==> src/rtl/io_hub.sv <==
// Memory-mapped I/O hub for the single-cycle MIPS core: switches, debounced
// buttons with sticky events, LEDs, display control and a free-running timer.
module io_hub #(
    parameter int unsigned NUM_BTN    = 4,
    parameter int unsigned SW_WIDTH   = 24,
    parameter int unsigned LED_WIDTH  = 24,
    parameter int unsigned DEB_CYCLES = 20000
) (
    input  logic                 clock,
    input  logic                 reset,
    input  logic [4:0]           addr,
    input  logic [31:0]          wdata,
    input  logic                 io_read,
    input  logic                 io_write,
    output logic [31:0]          rdata,
    input  logic [SW_WIDTH-1:0]  switch,
    input  logic [NUM_BTN-1:0]   button,
    output logic [LED_WIDTH-1:0] led_out,
    output logic [31:0]          seg_data,
    output logic [7:0]           digit_en,
    output logic                 blink_en,
    output logic                 irq
);
    localparam int unsigned CNT_W = $clog2(DEB_CYCLES);
    localparam logic [CNT_W-1:0] CNT_LAST = CNT_W'(DEB_CYCLES - 1);

    localparam logic [2:0] R_SW   = 3'd0;
    localparam logic [2:0] R_BTN  = 3'd1;
    localparam logic [2:0] R_EVT  = 3'd2;
    localparam logic [2:0] R_LED  = 3'd3;
    localparam logic [2:0] R_SEG  = 3'd4;
    localparam logic [2:0] R_CTRL = 3'd5;
    localparam logic [2:0] R_TMR  = 3'd6;

    logic [2:0]                     sel;
    logic [SW_WIDTH-1:0]            sw_s1_q, sw_s2_q;
    logic [NUM_BTN-1:0]             btn_s1_q, btn_s2_q;
    logic [NUM_BTN-1:0]             stable_q, stable_d;
    logic [NUM_BTN-1:0][CNT_W-1:0]  cnt_q, cnt_d;
    logic [NUM_BTN-1:0]             event_q, event_d, evt_clr;
    logic [LED_WIDTH-1:0]           led_q, led_d;
    logic [31:0]                    seg_q, seg_d;
    logic [7:0]                     digit_q, digit_d;
    logic                           blink_q, blink_d;
    logic [NUM_BTN-1:0]             mask_q, mask_d;
    logic [31:0]                    timer_q, timer_d;
    logic                           unused_addr_c;

    assign sel           = addr[4:2];
    assign unused_addr_c = ^addr[1:0];

    // Debounce: a channel flips only after DEB_CYCLES consecutive differing samples
    always_comb begin
        stable_d = stable_q;
        for (int i = 0; i < int'(NUM_BTN); i++) begin
            cnt_d[i] = '0;
            if (btn_s2_q[i] != stable_q[i]) begin
                if (cnt_q[i] == CNT_LAST) begin
                    stable_d[i] = btn_s2_q[i];
                end else begin
                    cnt_d[i] = cnt_q[i] + CNT_W'(1);
                end
            end
        end
    end

    // Register writes; a new rising event overrides a same-cycle W1C clear
    always_comb begin
        led_d   = led_q;
        seg_d   = seg_q;
        digit_d = digit_q;
        blink_d = blink_q;
        mask_d  = mask_q;
        timer_d = timer_q + 32'd1;
        evt_clr = '0;
        if (io_write) begin
            case (sel)
                R_EVT:  evt_clr = wdata[NUM_BTN-1:0];
                R_LED:  led_d   = wdata[LED_WIDTH-1:0];
                R_SEG:  seg_d   = wdata;
                R_CTRL: begin
                    blink_d = wdata[0];
                    digit_d = wdata[15:8];
                    mask_d  = wdata[16 +: NUM_BTN];
                end
                R_TMR:  timer_d = wdata;
                default: ;
            endcase
        end
        event_d = (event_q & ~evt_clr) | (stable_d & ~stable_q);
    end

    always_ff @(posedge clock or negedge reset) begin
        if (!reset) begin
            sw_s1_q  <= '0;
            sw_s2_q  <= '0;
            btn_s1_q <= '0;
            btn_s2_q <= '0;
            stable_q <= '0;
            cnt_q    <= '0;
            event_q  <= '0;
            led_q    <= '0;
            seg_q    <= '0;
            digit_q  <= 8'hFF;
            blink_q  <= 1'b0;
            mask_q   <= '0;
            timer_q  <= '0;
        end else begin
            sw_s1_q  <= switch;
            sw_s2_q  <= sw_s1_q;
            btn_s1_q <= button;
            btn_s2_q <= btn_s1_q;
            stable_q <= stable_d;
            cnt_q    <= cnt_d;
            event_q  <= event_d;
            led_q    <= led_d;
            seg_q    <= seg_d;
            digit_q  <= digit_d;
            blink_q  <= blink_d;
            mask_q   <= mask_d;
            timer_q  <= timer_d;
        end
    end

    // Combinational read mux; a concurrent write is seen only after the edge
    always_comb begin
        rdata = '0;
        if (io_read) begin
            case (sel)
                R_SW:   rdata = 32'(sw_s2_q);
                R_BTN:  rdata = 32'(stable_q);
                R_EVT:  rdata = 32'(event_q);
                R_LED:  rdata = 32'(led_q);
                R_SEG:  rdata = seg_q;
                R_CTRL: rdata = {16'(mask_q), digit_q, 7'd0, blink_q};
                R_TMR:  rdata = timer_q;
                default: rdata = '0;
            endcase
        end
    end

    assign led_out  = led_q;
    assign seg_data = seg_q;
    assign digit_en = digit_q;
    assign blink_en = blink_q;
    assign irq      = |(event_q & mask_q);

endmodule
==> config.mk <==
export PLATFORM = sky130hd
export DESIGN_NAME = io_hub
export DESIGN_NICKNAME = d
export VERILOG_FILES = /design/src/rtl/io_hub.sv
export SDC_FILE = /design/constraint.sdc
export NUM_CORES = 1
export LEC_CHECK = 0
export BUFFER_PORTS_ARGS = -buffer_cell sky130_fd_sc_hd__buf_2
export CORE_MARGIN = 4
export CORE_UTILIZATION = 40
export CTS_CLUSTER_DIAMETER = 200
export CTS_CLUSTER_SIZE = 12
export DETAILED_ROUTE_END_ITERATION = 10
export HOLD_SLACK_MARGIN = 0.02
export PLACE_DENSITY = 0.65
export REMOVE_ABC_BUFFERS = 1
export SLEW_MARGIN = 5
export SYNTH_ARGS = -nofsm -noshare
export SYNTH_HDL_FRONTEND = slang
export SYNTH_SLANG_ARGS = --single-unit
==> constraint.sdc <==
create_clock -name clock -period 2.52 [get_ports clock]
set_input_delay 0.378 -clock clock [delete_from_list [all_inputs] [get_ports clock]]
set_output_delay 0.378 -clock clock [all_outputs]
set_load 0.005 [all_outputs]
==> impl_results.md <==
* Outcome: completed
* Hold Path Class: in2reg
* Slew margin rel. at 0.5661
* Clock Pin Slew Worst Setup and Hold Paths at 0.06 ns
* Syn avg cell area at 11.35 um2
* Vias in the first global route at 7,307
* Die W at 165.8 um
* Critical Path Sink Type: output port
* GRT overflow at 0
* Setup violators final at 0
* Peak VDD IR at 436.1 uV
* Layout cells sized above 1 at 0.2864
* Initial antenna violation count at 1
* Die H at 165.8 um
* Buffers on Ports at 164
* Crit path max fanout at 5
* Ys Warns at 0
* R2r setup slk at 0.36 ns
* H-Tree Level Count at 1
* Filler cells at 2,267
* CTS buffer count at 22
* Full die area at 27,490 um2
* Sequential element share of the synthesized area at 0.5662
* GRT Util Overall at 0.1799
* Yosys reg bits at 225
* Final hold vios at 0
* Clk_lat worst skew at 0.50 ns
* WL final at 25,240 um
* # nets final at 1,160
* Iteration-0 DRC Markers at 519
* Layout Skew at 0.009849 ns
* Most frequent cell after synthesis: dfrtp_1
* Clock root cell: clkbuf_16
* DR vias at 7,335
* Post-DRT Antenna Nets at 0
* Final WS setup at 0.2089 ns
* Async set or reset register ratio after synthesis at 1.000
* Clk buf depth at 3
* IO Pins at 167
* Yosys top cell area share at 0.5451
* Setup WS pre-CTS at 0.08769 ns
* Std-Cell Rows at 57
* GPL Wtd Cong at 0.8330
* Vias/cell at 5.147
* Sink Count at 225
* Synth-to-layout area growth at 22.90%
* Critical path arrival at 1.93 ns
* Max-slew violation count at 0
* Buffer count from post-CTS setup fixing at 0
* RSZ-0062 raised after global routing: no
* Core Area at 24,390 um2
* Leak at 5.551 nW
* # DRC at 0
* Mapped Cells at 878
* Hold Slack at 0.1288 ns
* WL/cell at 17.71 um
* CP startpoint kind: flip-flop
* EDFF count, synth at 0
* Post-synth top cells: dfrtp_1, nor2_1, mux2_2, nand2_1, xor2_1
* CP Class: reg2out
* First-pass GRT wire length at 40,580 um
* Initial core utilization at 0.4084
* CTS tree: yes
* Power Density at 753.1 nW/um2
* Commonest register cell after synthesis: dfrtp_1
* Critical Path RT at 2.14 ns
* Max Cap Viol at 0
* Max Freq at 432.7 MHz
* Synth area leader: dfrtp_1
* Post-synth cell types at 43
* Final worst path period share at 0.9171
* First-pass iteration count of the detailed router at 5
* Final setup TNS at 0 ns
* Post-layout util at 0.5019
* Final critical-path required period at 2.311 ns
* Placed wire-length estimate at 17,780 um
* Synth Cell Area at 9962 um2
* Top cells by area, synth: dfrtp_1, mux2_2, nor2_1
* Largest net degree at the start of global routing at 76
* Worst slew pin tran at 0.6474 ns
sequential cells by signal, indices dropped and copies added (netlist names):
name and count:
sw_s2_q 24, btn_s2_q 4, led_out 24, sw_s1_q 24, seg_data 32, event_q 4
timer_q 32, cnt_q 60, btn_s1_q 4, stable_q 4, mask_q 4, digit_en 8
blink_en 1
power breakdown:
part / internal, mW / switching [mW] / leakage [nW] / total [mW]
sequential: 4.12 / 0.487 / 2.75 / 4.60
combinational: 0.840 / 0.778 / 2.50 / 1.62
clock: 1.69 / 1.31 / 0.304 / 3.00
worst max-delay path, cell delays in order (launching register included):
cell and delay [ns]:
dfrtp_1 0.45, mux2_2 0.29, a22oi_1 0.18, nor2_1 0.06, a221oi_1 0.21, nor2_1 0.11
buf_2 0.14
worst paths after layout:
kind | from | endpoint | cells after the start
setup / recovery | timer_q[0] | rdata[0] | 6
hold / removal | wdata[29] | seg_data[29] | 2
setup reg to reg | timer_q[0] | timer_q[26] | 6
hold reg to reg | sw_s1_q[13] | sw_s2_q[13] | 0
max in group asynchronous | reset | digit_en[2] | 3
min in group asynchronous | reset | btn_s1_q[0] | 2
cells by family (layout without fill, tap and decap cells):
family                   Yosys count  in the layout  synth area share
AO/OA/AOI/OAI                    102            102           0.06933
XOR/XNOR                          84             84           0.07385
adder cells (fa/ha/maj)            5              5          0.006280
buffers and inverters             51            273           0.02085
flip-flops                       225            225            0.5662
multiplexers                     102            102            0.1134
other                              0              1                 0
AND/OR/NAND/NOR                  309            309            0.1501
cells in the final DEF, fill, tap and decap left out, types with 4 or more instances in the layout:
| cell type | Yosys | layout |
|---|---|---|
| and2_1 | 5 | 4 |
| nand2_1 | 46 | 46 |
| a22oi_1 | 17 | 17 |
| nand2b_1 | 10 | 10 |
| dfrtp_1 | 217 | 217 |
| a21oi_1 | 34 | 34 |
| o21ai_0 | 7 | 7 |
| and3_1 | 16 | 16 |
| nor2b_1 | 4 | 4 |
| a211oi_1 | 26 | 26 |
| nor3_1 | 18 | 17 |
| and4_1 | 9 | 9 |
| nor2_1 | 135 | 135 |
| buf_4 | 1 | 29 |
| xor2_1 | 43 | 43 |
| dlygate4sd3_1 | 0 | 29 |
| a22o_1 | 7 | 7 |
| clkbuf_16 | 0 | 23 |
| clkbuf_1 | 30 | 14 |
| buf_2 | 4 | 163 |
| xnor2_1 | 41 | 41 |
| mux2_2 | 76 | 76 |
| inv_1 | 10 | 10 |
| ha_1 | 5 | 5 |
| nand3_1 | 34 | 33 |
| nand4_1 | 15 | 15 |
| dfstp_2 | 8 | 8 |
| mux2i_1 | 24 | 24 |
| a222oi_1 | 8 | 8 |
final cells by class:
class / instances / area, um2 / area share
Sequential cell: 225 / 5640 / 0.4607
Multi-Input combinational cell: 602 / 4125 / 0.3369
Timing Repair Buffer: 225 / 1399 / 0.1143
Clock buffer: 37 / 628.1 / 0.05130
Tap cell: 324 / 405.4 / 0.03311
Inverter: 10 / 37.54 / 0.003066
Clock inverter: 1 / 5.005 / 0.0004088
Antenna cell: 1 / 2.502 / 0.0002044
per-layer routing:
metal	track usage	vias up	share of wire
met1	0.2453	3581	0.44
met5	0	-	0
met4	0.05165	0	0.030
met2	0.2969	211	0.47
li1	-	3497	-
met3	0.03285	46	0.054
what timing repair did:
item / 4_1_cts / 5_1_grt
resized for setup: 0 / 1
hold buffers: 29 / 0
hold endpoints to repair: 98 / 0
endpoints found under the setup margin: 0 / 1
through the flow:
step                area [um2]  std cells  power [mW]
detailed placement       11310       1357       6.252
global route             12240       1425       9.715
finish                   12240       1425       9.221
floorplan                 9792        837       5.409
CTS                      12240       1424       9.327
global placement         11310       1357       6.203
Power figures use the tool's default switching activity.
